`config.mk`:
```
export PLATFORM = sky130hd
export DESIGN_NAME = token_decoder_flat
export DESIGN_NICKNAME = d
export VERILOG_FILES = /design/src/rtl/token_decoder_pkg.sv /design/src/rtl/token_decoder_if.sv /design/src/rtl/token_decoder_index.sv /design/src/rtl/token_decoder.sv /design/src/flat_wrapper.sv
export SDC_FILE = /design/constraint.sdc
export NUM_CORES = 1
export LEC_CHECK = 0
export ABC_AREA = 1
export CAP_MARGIN = 20
export CORE_MARGIN = 2
export CORE_UTILIZATION = 45
export CTS_CLUSTER_SIZE = 14
export DETAILED_ROUTE_END_ITERATION = 12
export DONT_BUFFER_PORTS = 1
export PLACE_DENSITY = 0.68
export SYNTH_ARGS = -nofsm -noshare
export SYNTH_HDL_FRONTEND = slang
export SYNTH_HIERARCHICAL = 1
export SYNTH_SLANG_ARGS = --single-unit
```
`constraint.sdc`:
```
create_clock -name clk -period 2.05 [get_ports clk]
set_input_delay 0.41 -clock clk [delete_from_list [all_inputs] [get_ports clk]]
set_output_delay 0.41 -clock clk [all_outputs]
set_load 0.005 [all_outputs]
```
`src/rtl/token_decoder_pkg.sv`:
```
// Shared state encodings and constants for the token decoder.
package token_decoder_pkg;

  typedef logic [3:0] state_t;

  localparam state_t StIdle  = 4'd0;
  localparam state_t StBuild = 4'd1;
  localparam state_t StCRd   = 4'd2;
  localparam state_t StCChk  = 4'd3;
  localparam state_t StSRd   = 4'd4;
  localparam state_t StSChk  = 4'd5;
  localparam state_t StVRd   = 4'd6;
  localparam state_t StVChk  = 4'd7;
  localparam state_t StTerm  = 4'd8;
  localparam state_t StDone  = 4'd9;
  localparam state_t StErr   = 4'd10;

  localparam logic [7:0] TERM_CHAR = 8'h00;

endpackage

```
`src/rtl/token_decoder_if.sv`:
```
// Decoder-side bundle: start/status plus the code, vocab and output SRAM ports.
interface token_decoder_if #(
  parameter int unsigned ADDR_WIDTH = 4,
  parameter int unsigned DATA_WIDTH = 8
);
  logic                  cs;
  logic [ADDR_WIDTH-1:0] code_addr;
  logic [DATA_WIDTH-1:0] code_rdata;
  logic [ADDR_WIDTH-1:0] vocab_addr;
  logic [DATA_WIDTH-1:0] vocab_rdata;
  logic [ADDR_WIDTH-1:0] out_addr;
  logic [DATA_WIDTH-1:0] out_wdata;
  logic                  out_we;
  logic                  done;
  logic                  err;

  modport master (
    input  cs, code_rdata, vocab_rdata,
    output code_addr, vocab_addr, out_addr, out_wdata, out_we, done, err
  );

  modport slave (
    output cs, code_rdata, vocab_rdata,
    input  code_addr, vocab_addr, out_addr, out_wdata, out_we, done, err
  );
endinterface

```
`src/rtl/token_decoder_index.sv`:
```
// Entry-start register file: written once per entry while the vocab is scanned,
// read asynchronously by token code.
module token_decoder_index #(
  parameter int unsigned ADDR_WIDTH = 4
) (
  input  logic                  clk,
  input  logic                  rst_n,
  input  logic                  we,
  input  logic [ADDR_WIDTH-1:0] waddr,
  input  logic [ADDR_WIDTH-1:0] wdata,
  input  logic [ADDR_WIDTH-1:0] raddr,
  output logic [ADDR_WIDTH-1:0] rdata
);
  localparam int unsigned Depth = 2 ** ADDR_WIDTH;

  logic [ADDR_WIDTH-1:0] entry_q [Depth];

  always_ff @(posedge clk or negedge rst_n) begin
    if (!rst_n) begin
      for (int i = 0; i < Depth; i++) entry_q[i] <= '0;
    end else if (we) begin
      entry_q[waddr] <= wdata;
    end
  end

  assign rdata = entry_q[raddr];

endmodule

```
`src/rtl/token_decoder.sv`:
```
// Detokenizer: resolves a zero-terminated code stream through the vocab SRAM into the
// output SRAM. Define TOKEN_DECODER_INDEX_EN to pre-index entry starts instead of scanning.
module token_decoder
  import token_decoder_pkg::*;
#(
  parameter int unsigned ADDR_WIDTH = 4,
  parameter int unsigned DATA_WIDTH = 8
) (
  input  logic            clk,
  input  logic            rst_n,
  token_decoder_if.master bus
);
  localparam logic [ADDR_WIDTH-1:0] AddrMax  = '1;
  localparam logic [ADDR_WIDTH-1:0] OneA     = ADDR_WIDTH'(1);
  localparam logic [DATA_WIDTH-1:0] TermChar = DATA_WIDTH'(TERM_CHAR);

  state_t                state_q, state_d;
  logic [ADDR_WIDTH-1:0] ac_q, ac_d;
  logic [ADDR_WIDTH-1:0] va_q, va_d;
  logic [ADDR_WIDTH-1:0] oa_q, oa_d;
  // Next vocab byte read is the first byte of an entry; a 0x00 there ends the vocab.
  logic                  at_start_q, at_start_d;
  logic                  done_q, err_q;
  logic                  we;

`ifdef TOKEN_DECODER_INDEX_EN
  logic [ADDR_WIDTH-1:0] cnt_q, cnt_d;
  logic                  phase_q, phase_d;
  logic                  idx_we;
  logic [ADDR_WIDTH-1:0] idx_rdata;

  token_decoder_index #(
    .ADDR_WIDTH(ADDR_WIDTH)
  ) u_index (
    .clk  (clk),
    .rst_n(rst_n),
    .we   (idx_we),
    .waddr(cnt_q + OneA),
    .wdata(va_q),
    .raddr(ADDR_WIDTH'(bus.code_rdata)),
    .rdata(idx_rdata)
  );
`else
  localparam logic [DATA_WIDTH-1:0] OneD = DATA_WIDTH'(1);
  logic [DATA_WIDTH-1:0] skip_q, skip_d;
`endif

  always_comb begin
    state_d    = state_q;
    ac_d       = ac_q;
    va_d       = va_q;
    oa_d       = oa_q;
    at_start_d = at_start_q;
    we         = 1'b0;
`ifdef TOKEN_DECODER_INDEX_EN
    cnt_d      = cnt_q;
    phase_d    = phase_q;
    idx_we     = 1'b0;
`else
    skip_d     = skip_q;
`endif
    case (state_q)
      StIdle: begin
        if (bus.cs) begin
          ac_d       = '0;
          va_d       = '0;
          oa_d       = '0;
          at_start_d = 1'b1;
`ifdef TOKEN_DECODER_INDEX_EN
          cnt_d      = '0;
          phase_d    = 1'b0;
          state_d    = StBuild;
`else
          state_d    = StCRd;
`endif
        end
      end
`ifdef TOKEN_DECODER_INDEX_EN
      StBuild: begin
        phase_d = ~phase_q;
        if (phase_q) begin
          if (bus.vocab_rdata == TermChar) begin
            if (at_start_q) state_d = StCRd;
            at_start_d = 1'b1;
          end else begin
            if (at_start_q) begin
              idx_we = 1'b1;
              cnt_d  = cnt_q + OneA;
            end
            at_start_d = 1'b0;
          end
          va_d = va_q + OneA;
          if (va_q == AddrMax) state_d = StCRd;
        end
      end
`endif
      StCRd: state_d = StCChk;
      StCChk: begin
        if (bus.code_rdata == TermChar) begin
          state_d = StTerm;
        end else begin
          at_start_d = 1'b1;
`ifdef TOKEN_DECODER_INDEX_EN
          if (32'(bus.code_rdata) > 32'(cnt_q)) begin
            state_d = StErr;
          end else begin
            va_d    = idx_rdata;
            state_d = StVRd;
          end
`else
          va_d    = '0;
          skip_d  = bus.code_rdata - OneD;
          state_d = (bus.code_rdata == OneD) ? StVRd : StSRd;
`endif
        end
      end
`ifndef TOKEN_DECODER_INDEX_EN
      StSRd: state_d = StSChk;
      StSChk: begin
        if ((bus.vocab_rdata == TermChar && at_start_q) || va_q == AddrMax) begin
          state_d = StErr;
        end else begin
          va_d = va_q + OneA;
          if (bus.vocab_rdata == TermChar) begin
            at_start_d = 1'b1;
            skip_d     = skip_q - OneD;
            state_d    = (skip_q == OneD) ? StVRd : StSRd;
          end else begin
            at_start_d = 1'b0;
            state_d    = StSRd;
          end
        end
      end
`endif
      StVRd: state_d = StVChk;
      StVChk: begin
        if (bus.vocab_rdata == TermChar) begin
          if (at_start_q || ac_q == AddrMax) begin
            state_d = StErr;
          end else begin
            ac_d    = ac_q + OneA;
            state_d = StCRd;
          end
        end else if (oa_q == AddrMax || va_q == AddrMax) begin
          // Last output slot is kept for the terminator.
          state_d = StErr;
        end else begin
          we         = 1'b1;
          oa_d       = oa_q + OneA;
          va_d       = va_q + OneA;
          at_start_d = 1'b0;
          state_d    = StVRd;
        end
      end
      StTerm: begin
        we      = 1'b1;
        state_d = StDone;
      end
      StDone, StErr: begin
        if (!bus.cs) begin
          ac_d    = '0;
          va_d    = '0;
          oa_d    = '0;
          state_d = StIdle;
        end
      end
      default: state_d = StIdle;
    endcase
  end

  always_ff @(posedge clk or negedge rst_n) begin
    if (!rst_n) begin
      state_q    <= StIdle;
      ac_q       <= '0;
      va_q       <= '0;
      oa_q       <= '0;
      at_start_q <= 1'b0;
      done_q     <= 1'b0;
      err_q      <= 1'b0;
`ifdef TOKEN_DECODER_INDEX_EN
      cnt_q      <= '0;
      phase_q    <= 1'b0;
`else
      skip_q     <= '0;
`endif
    end else begin
      state_q    <= state_d;
      ac_q       <= ac_d;
      va_q       <= va_d;
      oa_q       <= oa_d;
      at_start_q <= at_start_d;
      done_q     <= (state_d == StDone);
      err_q      <= (state_d == StErr);
`ifdef TOKEN_DECODER_INDEX_EN
      cnt_q      <= cnt_d;
      phase_q    <= phase_d;
`else
      skip_q     <= skip_d;
`endif
    end
  end

  assign bus.code_addr  = ac_q;
  assign bus.vocab_addr = va_q;
  assign bus.out_addr   = oa_q;
  assign bus.out_we     = we;
  assign bus.out_wdata  = (we && state_q == StVChk) ? bus.vocab_rdata : TermChar;
  assign bus.done       = done_q;
  assign bus.err        = err_q;

endmodule

```
`src/flat_wrapper.sv`:
```
// flat-port wrapper written by rule: the top's interface ports become plain ports
module token_decoder_flat import token_decoder_pkg::*;
#(
  parameter int unsigned ADDR_WIDTH = 4,
  parameter int unsigned DATA_WIDTH = 8
)
  (clk, rst_n, bus_cs, bus_code_rdata, bus_vocab_rdata, bus_code_addr, bus_vocab_addr, bus_out_addr, bus_out_wdata, bus_out_we, bus_done, bus_err);
  token_decoder_if #(.ADDR_WIDTH(ADDR_WIDTH), .DATA_WIDTH(DATA_WIDTH)) bus_i ();
  input  logic clk;
  input  logic rst_n;
  input wire logic [$bits(bus_i.cs)-1:0] bus_cs;
  input wire logic [$bits(bus_i.code_rdata)-1:0] bus_code_rdata;
  input wire logic [$bits(bus_i.vocab_rdata)-1:0] bus_vocab_rdata;
  output wire logic [$bits(bus_i.code_addr)-1:0] bus_code_addr;
  output wire logic [$bits(bus_i.vocab_addr)-1:0] bus_vocab_addr;
  output wire logic [$bits(bus_i.out_addr)-1:0] bus_out_addr;
  output wire logic [$bits(bus_i.out_wdata)-1:0] bus_out_wdata;
  output wire logic [$bits(bus_i.out_we)-1:0] bus_out_we;
  output wire logic [$bits(bus_i.done)-1:0] bus_done;
  output wire logic [$bits(bus_i.err)-1:0] bus_err;
  assign bus_i.cs = bus_cs;
  assign bus_i.code_rdata = bus_code_rdata;
  assign bus_i.vocab_rdata = bus_vocab_rdata;
  assign bus_code_addr = bus_i.code_addr;
  assign bus_vocab_addr = bus_i.vocab_addr;
  assign bus_out_addr = bus_i.out_addr;
  assign bus_out_wdata = bus_i.out_wdata;
  assign bus_out_we = bus_i.out_we;
  assign bus_done = bus_i.done;
  assign bus_err = bus_i.err;
  token_decoder #(.ADDR_WIDTH(ADDR_WIDTH), .DATA_WIDTH(DATA_WIDTH)) u_core (.clk(clk), .rst_n(rst_n), .bus(bus_i));
endmodule
```
# Yosys cells after proc, flatten, opt, wreduce, memory -nomap -nowiden

Index checks and enable logic that the tools add are counted.

Bits in registers: 27
Input port bits: 19

$add $sub $neg: 5
Equality and inequality tests: 25
Muxes and demuxes: 39
Reductions and logical operators: 18

Operators with widths:

| operator                                                                 | number |
|---|---|
| 4-bit two-way mux                                                        | 18 |
| 4-bit case mux with 9 select lines                                       | 1 |
| 4-bit equality test (second input constant)                              | 8 |
| 8-bit two-way mux                                                        | 4 |
| 4-bit case mux with 3 select lines                                       | 2 |
| 4-bit case mux with 5 select lines                                       | 1 |
| 4-bit by 3-bit equality test with 1-bit output (second input constant)   | 4 |
| 8-bit by 1-bit equality test with 1-bit output (second input constant)   | 2 |
| 8-bit logical NOT                                                        | 2 |
| 8-bit case mux with 2 select lines                                       | 1 |
| 8-bit by 1-bit subtractor with 8-bit output (second input constant)      | 2 |
| 2-bit inequality test (second input constant)                            | 7 |
| 4-bit by 1-bit adder with 4-bit output (second input constant)           | 3 |
| 5-bit AND reduction                                                      | 2 |
| 4-bit by 2-bit equality test with 1-bit output (second input constant)   | 2 |
| 1-bit two-way mux                                                        | 8 |
| 7-bit AND reduction                                                      | 1 |
| 6-bit AND reduction                                                      | 1 |
| 5-bit nonzero test                                                       | 1 |
| 4-bit logical NOT                                                        | 1 |
| 2-bit two-way mux                                                        | 2 |
| 2-bit by 1-bit inequality test with 1-bit output (second input constant) | 2 |
| 1-bit case mux with 4 select lines                                       | 1 |
| 4-bit AND reduction                                                      | 1 |
| 7 further kinds                                                          | 10 |

# Depth between registers and ports, before layout

Depth in word-level cells: 7
Mapped depth: 11
Depth with buffers taken out: 10

# Least setup slack after synthesis

Ideal clock, no wire load.

Path type: flip-flop to output port
Start: register u_core.va_q[0], in the netlist u_core/bus.vocab_addr[0]
End: output port bus_out_wdata[0]
Data arrival time: 1.298 ns
Data required time: 1.640 ns
Setup slack: 0.342 ns
Cell stages (with the launch flop): 8
Path buffers: 1
Cell sequence: dfrtp_1 ha_1 nand3_1 o21ai_1 inv_1 nand3_1 buf_2 nor2_1

Word-level cells in the longest chain between the ends: 7

Ends and longest elaborated chain:

| item                               | RTL line             | source |
|---|---|---|
| start, declared                    | token_decoder.sv:19  | `logic [ADDR_WIDTH-1:0] va_q, va_d;` |
| start signal, assigned             | token_decoder.sv:189 | `va_q <= va_d;` |
| 4-bit equality test                | token_decoder.sv:144 | `end else if (oa_q == AddrMax \|\| va_q == AddrMax) begin` |
| 1-bit logical OR                   | token_decoder.sv:144 |  |
| 1-bit two-way mux                  | token_decoder.sv:144 |  |
| 1-bit two-way mux                  | token_decoder.sv:137 | `if (bus.vocab_rdata == TermChar) begin` |
| 1-bit case mux with 2 select lines | token_decoder.sv:62  | `case (state_q)` |
| 1-bit logical AND                  | token_decoder.sv:207 | `assign bus.out_wdata = (we && state_q == StVChk) ? bus.vocab_rdata : TermChar;` |
| 8-bit two-way mux                  | token_decoder.sv:207 |  |
| end, declared                      | flat_wrapper.sv:17   | `output wire logic [$bits(bus_i.out_wdata)-1:0] bus_out_wdata;` |

Every way passes these cells.

# Worst setup path in the final report

Start: register u_core.oa_q[1], in the netlist u_core/bus.out_addr[1]
End: output port bus_out_we

Word-level cells in the longest chain between the ends: 5

Ends and longest elaborated chain:

| item                               | RTL line             | source |
|---|---|---|
| start, declared                    | token_decoder.sv:20  | `logic [ADDR_WIDTH-1:0] oa_q, oa_d;` |
| start signal, assigned             | token_decoder.sv:176 | `oa_q <= '0;` |
| start signal, assigned             | token_decoder.sv:190 | `oa_q <= oa_d;` |
| 4-bit equality test                | token_decoder.sv:144 |  |
| 1-bit logical OR                   | token_decoder.sv:144 |  |
| 1-bit two-way mux                  | token_decoder.sv:144 |  |
| 1-bit two-way mux                  | token_decoder.sv:137 |  |
| 1-bit case mux with 2 select lines | token_decoder.sv:62  |  |
| end, declared                      | flat_wrapper.sv:18   | `output wire logic [$bits(bus_i.out_we)-1:0] bus_out_we;` |

Every way passes these cells.

==> impl_metrics.env <==
export IMPL_status="completed"
export IMPL_yosys_top_cell_by_area="dfrtp_1"
export IMPL_grt_util_all_layers_pct=19.0
export IMPL_syn_num_nets=347
export IMPL_path_clk_slew_ns=0.10
export IMPL_layout_drive_gt1_share_pct=15.8
export IMPL_synthesis_yosys_warnings=6
export IMPL_synth_top_cells_by_area="dfrtp_1 (33%), nand2_1 (17%), nor2_1 (9.2%), inv_1 (7.3%), nand3_1 (7.3%)"
export IMPL_timing_critical_path_required_ns=1.64
export IMPL_numCtsBuffers=3
export IMPL_post_route_min_period_ns=2.00
export IMPL_register_share_of_total_power_pct=37.2
export IMPL_global_route_wire_length_before_repair_um=7890
export IMPL_dr_first_iter_drc_count=178
export IMPL_antenna_violating_nets_remaining=0
export IMPL_grt_overflow_total=0
export IMPL_fp_coreArea_um2=4380
export IMPL_synthCells=321
export IMPL_largest_net_degree_at_the_start_of_global_routing=28
export IMPL_route_detailed_wl_per_inst_um=12.1
export IMPL_worst_pin_slew_ns=0.327
export IMPL_finish_net_count=357
export IMPL_r2r_worst_path_cells=9
export IMPL_synth_area_per_cell_um2=6.38
export IMPL_p_r_area_growth_vs_syn_pct=12.3
export IMPL_reg2reg_from="u_core/state_q[0]$_DFF_PN0_"
export IMPL_placement_rows=24
export IMPL_timing_fmax_mhz=499
export IMPL_internal_power_mw=1.28
export IMPL_setup_worst_path_class="register to primary output"
export IMPL_clock_insertion_delay_worst_skew_ns=0.28
export IMPL_routed_via_density=5.12
export IMPL_max_cap_violations=0
export IMPL_start_kind="register"
export IMPL_synth_enable_flop_cells=0
export IMPL_powerDensity_nw_per_um2=1060
export IMPL_arrival_ns=1.59
export IMPL_finalSetupViolations=0
export IMPL_ctsHtreeMaxLevel=1
export IMPL_clockRootBuffer="clkbuf_8"
export IMPL_synth_top_area_share_pct=33.0
export IMPL_hp_class="primary input to register"
export IMPL_design_die_area_um2=5110
export IMPL_top_level_ports=42
export IMPL_post_synth_top_count_cell="nand2_1"
export IMPL_worst_path_max_fanout=5
export IMPL_finalHoldViolCount=0
export IMPL_clock_tree_skew_after_final_layout_ns=0.00749
export IMPL_port_buffers=0
export IMPL_synth_seq_cells=27
export IMPL_drt_first_pass_iters=4
export IMPL_power_leakage_nw=1.18
export IMPL_total_switching_power_mw=1.15
export IMPL_die_h_um=71.5
export IMPL_timing_slew_headroom_pct=78.1
export IMPL_max_clock_path_buffers=2
export IMPL_synth_area_um2=2050
export IMPL_ys_flop_type="dfrtp_1"
export IMPL_finalSetupTns_ns=0
export IMPL_vias=1955
export IMPL_hold_path_startpoint="bus_code_rdata[0]"
export IMPL_p_total_mw=2.43
export IMPL_finalCoreUtilization_pct=52.5
export IMPL_place_congestion=0.942
export IMPL_share_of_total_power_in_combinational_logic_pct=49.6
export IMPL_worst_hold_path_depth=3
export IMPL_synth_seq_area_share_pct=33.0
export IMPL_die_width_um=71.5
export IMPL_vdd_ir_drop_max_uv=485
export IMPL_asyncSetResetFlopFracSynth_pct=100
export IMPL_final_period_utilization_pct=97.8
export IMPL_clkPwrFrac_pct=13.2
export IMPL_diodes=0
export IMPL_synth_cell_types=29
export IMPL_initial_antenna_violation_count=0
export IMPL_count_of_clock_tree_sinks=27
export IMPL_tritoncts="done"
export IMPL_routed_wirelength_um=4640
export IMPL_p_sw_share_pct=47.4
export IMPL_initial_utilization_pct=46.7
export IMPL_regToRegEndpoint="u_core/bus.vocab_addr[0]$_DFFE_PN0P_"
export IMPL_drcViolationCount=0
export IMPL_post_synth_most_frequent_cells="nand2_1 (95), nor2_1 (50), inv_1 (40), nand3_1 (30), dfrtp_1 (27)"
export IMPL_timing_reg2reg_setup_slack_ns=0.38
export IMPL_endpoint_kind="primary output"
export IMPL_hpwl_um=3430
export IMPL_timing_hold_worst_endpoint="u_core/skip_q[0]$_DFFE_PN0P_"
export IMPL_maxSlewViolCount=0
export IMPL_number_of_global_route_vias_before_repair=1819
-- through the flow --
stage	std cells	instance area, um2	setup slack [ns]	hold slack [ns]
final	382	2300	0.0452	0.344
after CTS	377	2200	0.00226	0.332
after global routing	382	2300	-0.0300	0.367
after global placement	371	2100	0.236	0.115
after detailed placement	371	2100	0.208	0.115
after floorplan	321	2050	0.342	0.114
-- flip-flops by register name, summed over array words and instances, names as in the netlist --
| name | cells |
|---|---|
| u_core/skip_q | 8 |
| u_core/bus.code_addr | 4 |
| u_core/bus.out_addr | 4 |
| u_core/bus.vocab_addr | 4 |
| u_core/state_q | 4 |
| u_core/at_start_q | 1 |
| u_core/bus.done | 1 |
| u_core/bus.err | 1 |
-- critical path, cell delays in order (launching register included) --
cell and delay, ns:
dfrtp_1 0.45, ha_2 0.22, nand2_2 0.08, o21ai_4 0.18
inv_2 0.08, nand3_4 0.11, buf_6 0.13, nand2_2 0.05
-- cell type report --
cell class / instances / area (um2)
fillers: 439 / 2080
multi-input cells: 243 / 1240
flip-flops and latches: 27 / 682
inverters: 46 / 173
repair buffers: 10 / 97.6
well taps: 52 / 65.1
clock buffers: 3 / 41.3
clock inverters: 1 / 5.00
-- cells in the final DEF, fill, tap and decap left out, types with 3 or more instances in the layout --
master,count
o21ai_0,8
nand3_1,28
o21ai_1,20
inv_1,39
clkbuf_8,3
nor2_2,11
nand3_2,3
a21oi_1,3
inv_2,6
nand2_1,93
ha_1,5
nand4_1,6
dfrtp_2,5
buf_4,6
nor2_1,42
xnor2_1,3
or2_2,4
dfrtp_1,22
-- worst max-delay path by stage --
stage | startpoint | to | slack, ns | depth (start not counted)
final | u_core/bus.out_addr[1]$_DFFE_PN0P_ | bus_out_we | 0.05 | 7
after global routing | u_core/bus.out_addr[1]$_DFFE_PN0P_ | bus_out_we | -0.03 | 7
after CTS | u_core/bus.vocab_addr[0]$_DFFE_PN0P_ | bus_out_wdata[7] | 0.002 | 7
after detailed placement | u_core/bus.vocab_addr[0]$_DFFE_PN0P_ | bus_out_wdata[2] | 0.21 | 7
after global placement | u_core/bus.vocab_addr[0]$_DFFE_PN0P_ | bus_out_wdata[5] | 0.24 | 7
after floorplan | u_core/bus.vocab_addr[0]$_DFFE_PN0P_ | bus_out_wdata[0] | 0.34 | 7
-- routing by layer --
metal  vias to the layer above  wire [um]  track usage, %
met4                         0         89            7.34
met3                         8        197            2.81
li1                       1030          -               -
met1                       871       2330            27.1
met2                        46       2030            29.0
met5                         -          0               0
-- what timing repair did --
item                                    CTS  global route
pin swaps                                 0             2
hold endpoints to repair                 27             0
endpoints found under the setup margin    9             9
buffers inserted                          0             4
hold buffers                              2             0
resized for setup                         8            19
gates cloned                              0             1
-- cell families (layout without fill, tap and decap cells) --
kind of cell / after synthesis / count (layout) / synth area share (%)
buffers and inverters: 51 / 60 / 10.0
flip-flops: 27 / 27 / 33.0
adder cells (fa/ha/maj): 7 / 7 / 4.28
AO/OA/AOI/OAI: 36 / 36 / 9.29
AND/OR/NAND/NOR: 196 / 196 / 41.7
XOR/XNOR: 4 / 4 / 1.71
-- power by group through the flow --
stage                     sequential (mW)  combinational, mW  clock, mW
after floorplan                     0.819              0.985          0
after global placement              0.896               1.10          0
after detailed placement            0.900               1.12          0
after CTS                           0.900               1.14      0.326
after global routing                0.936               1.42      0.352
final                               0.905               1.21      0.321
Power figures use the tool's default switching activity.
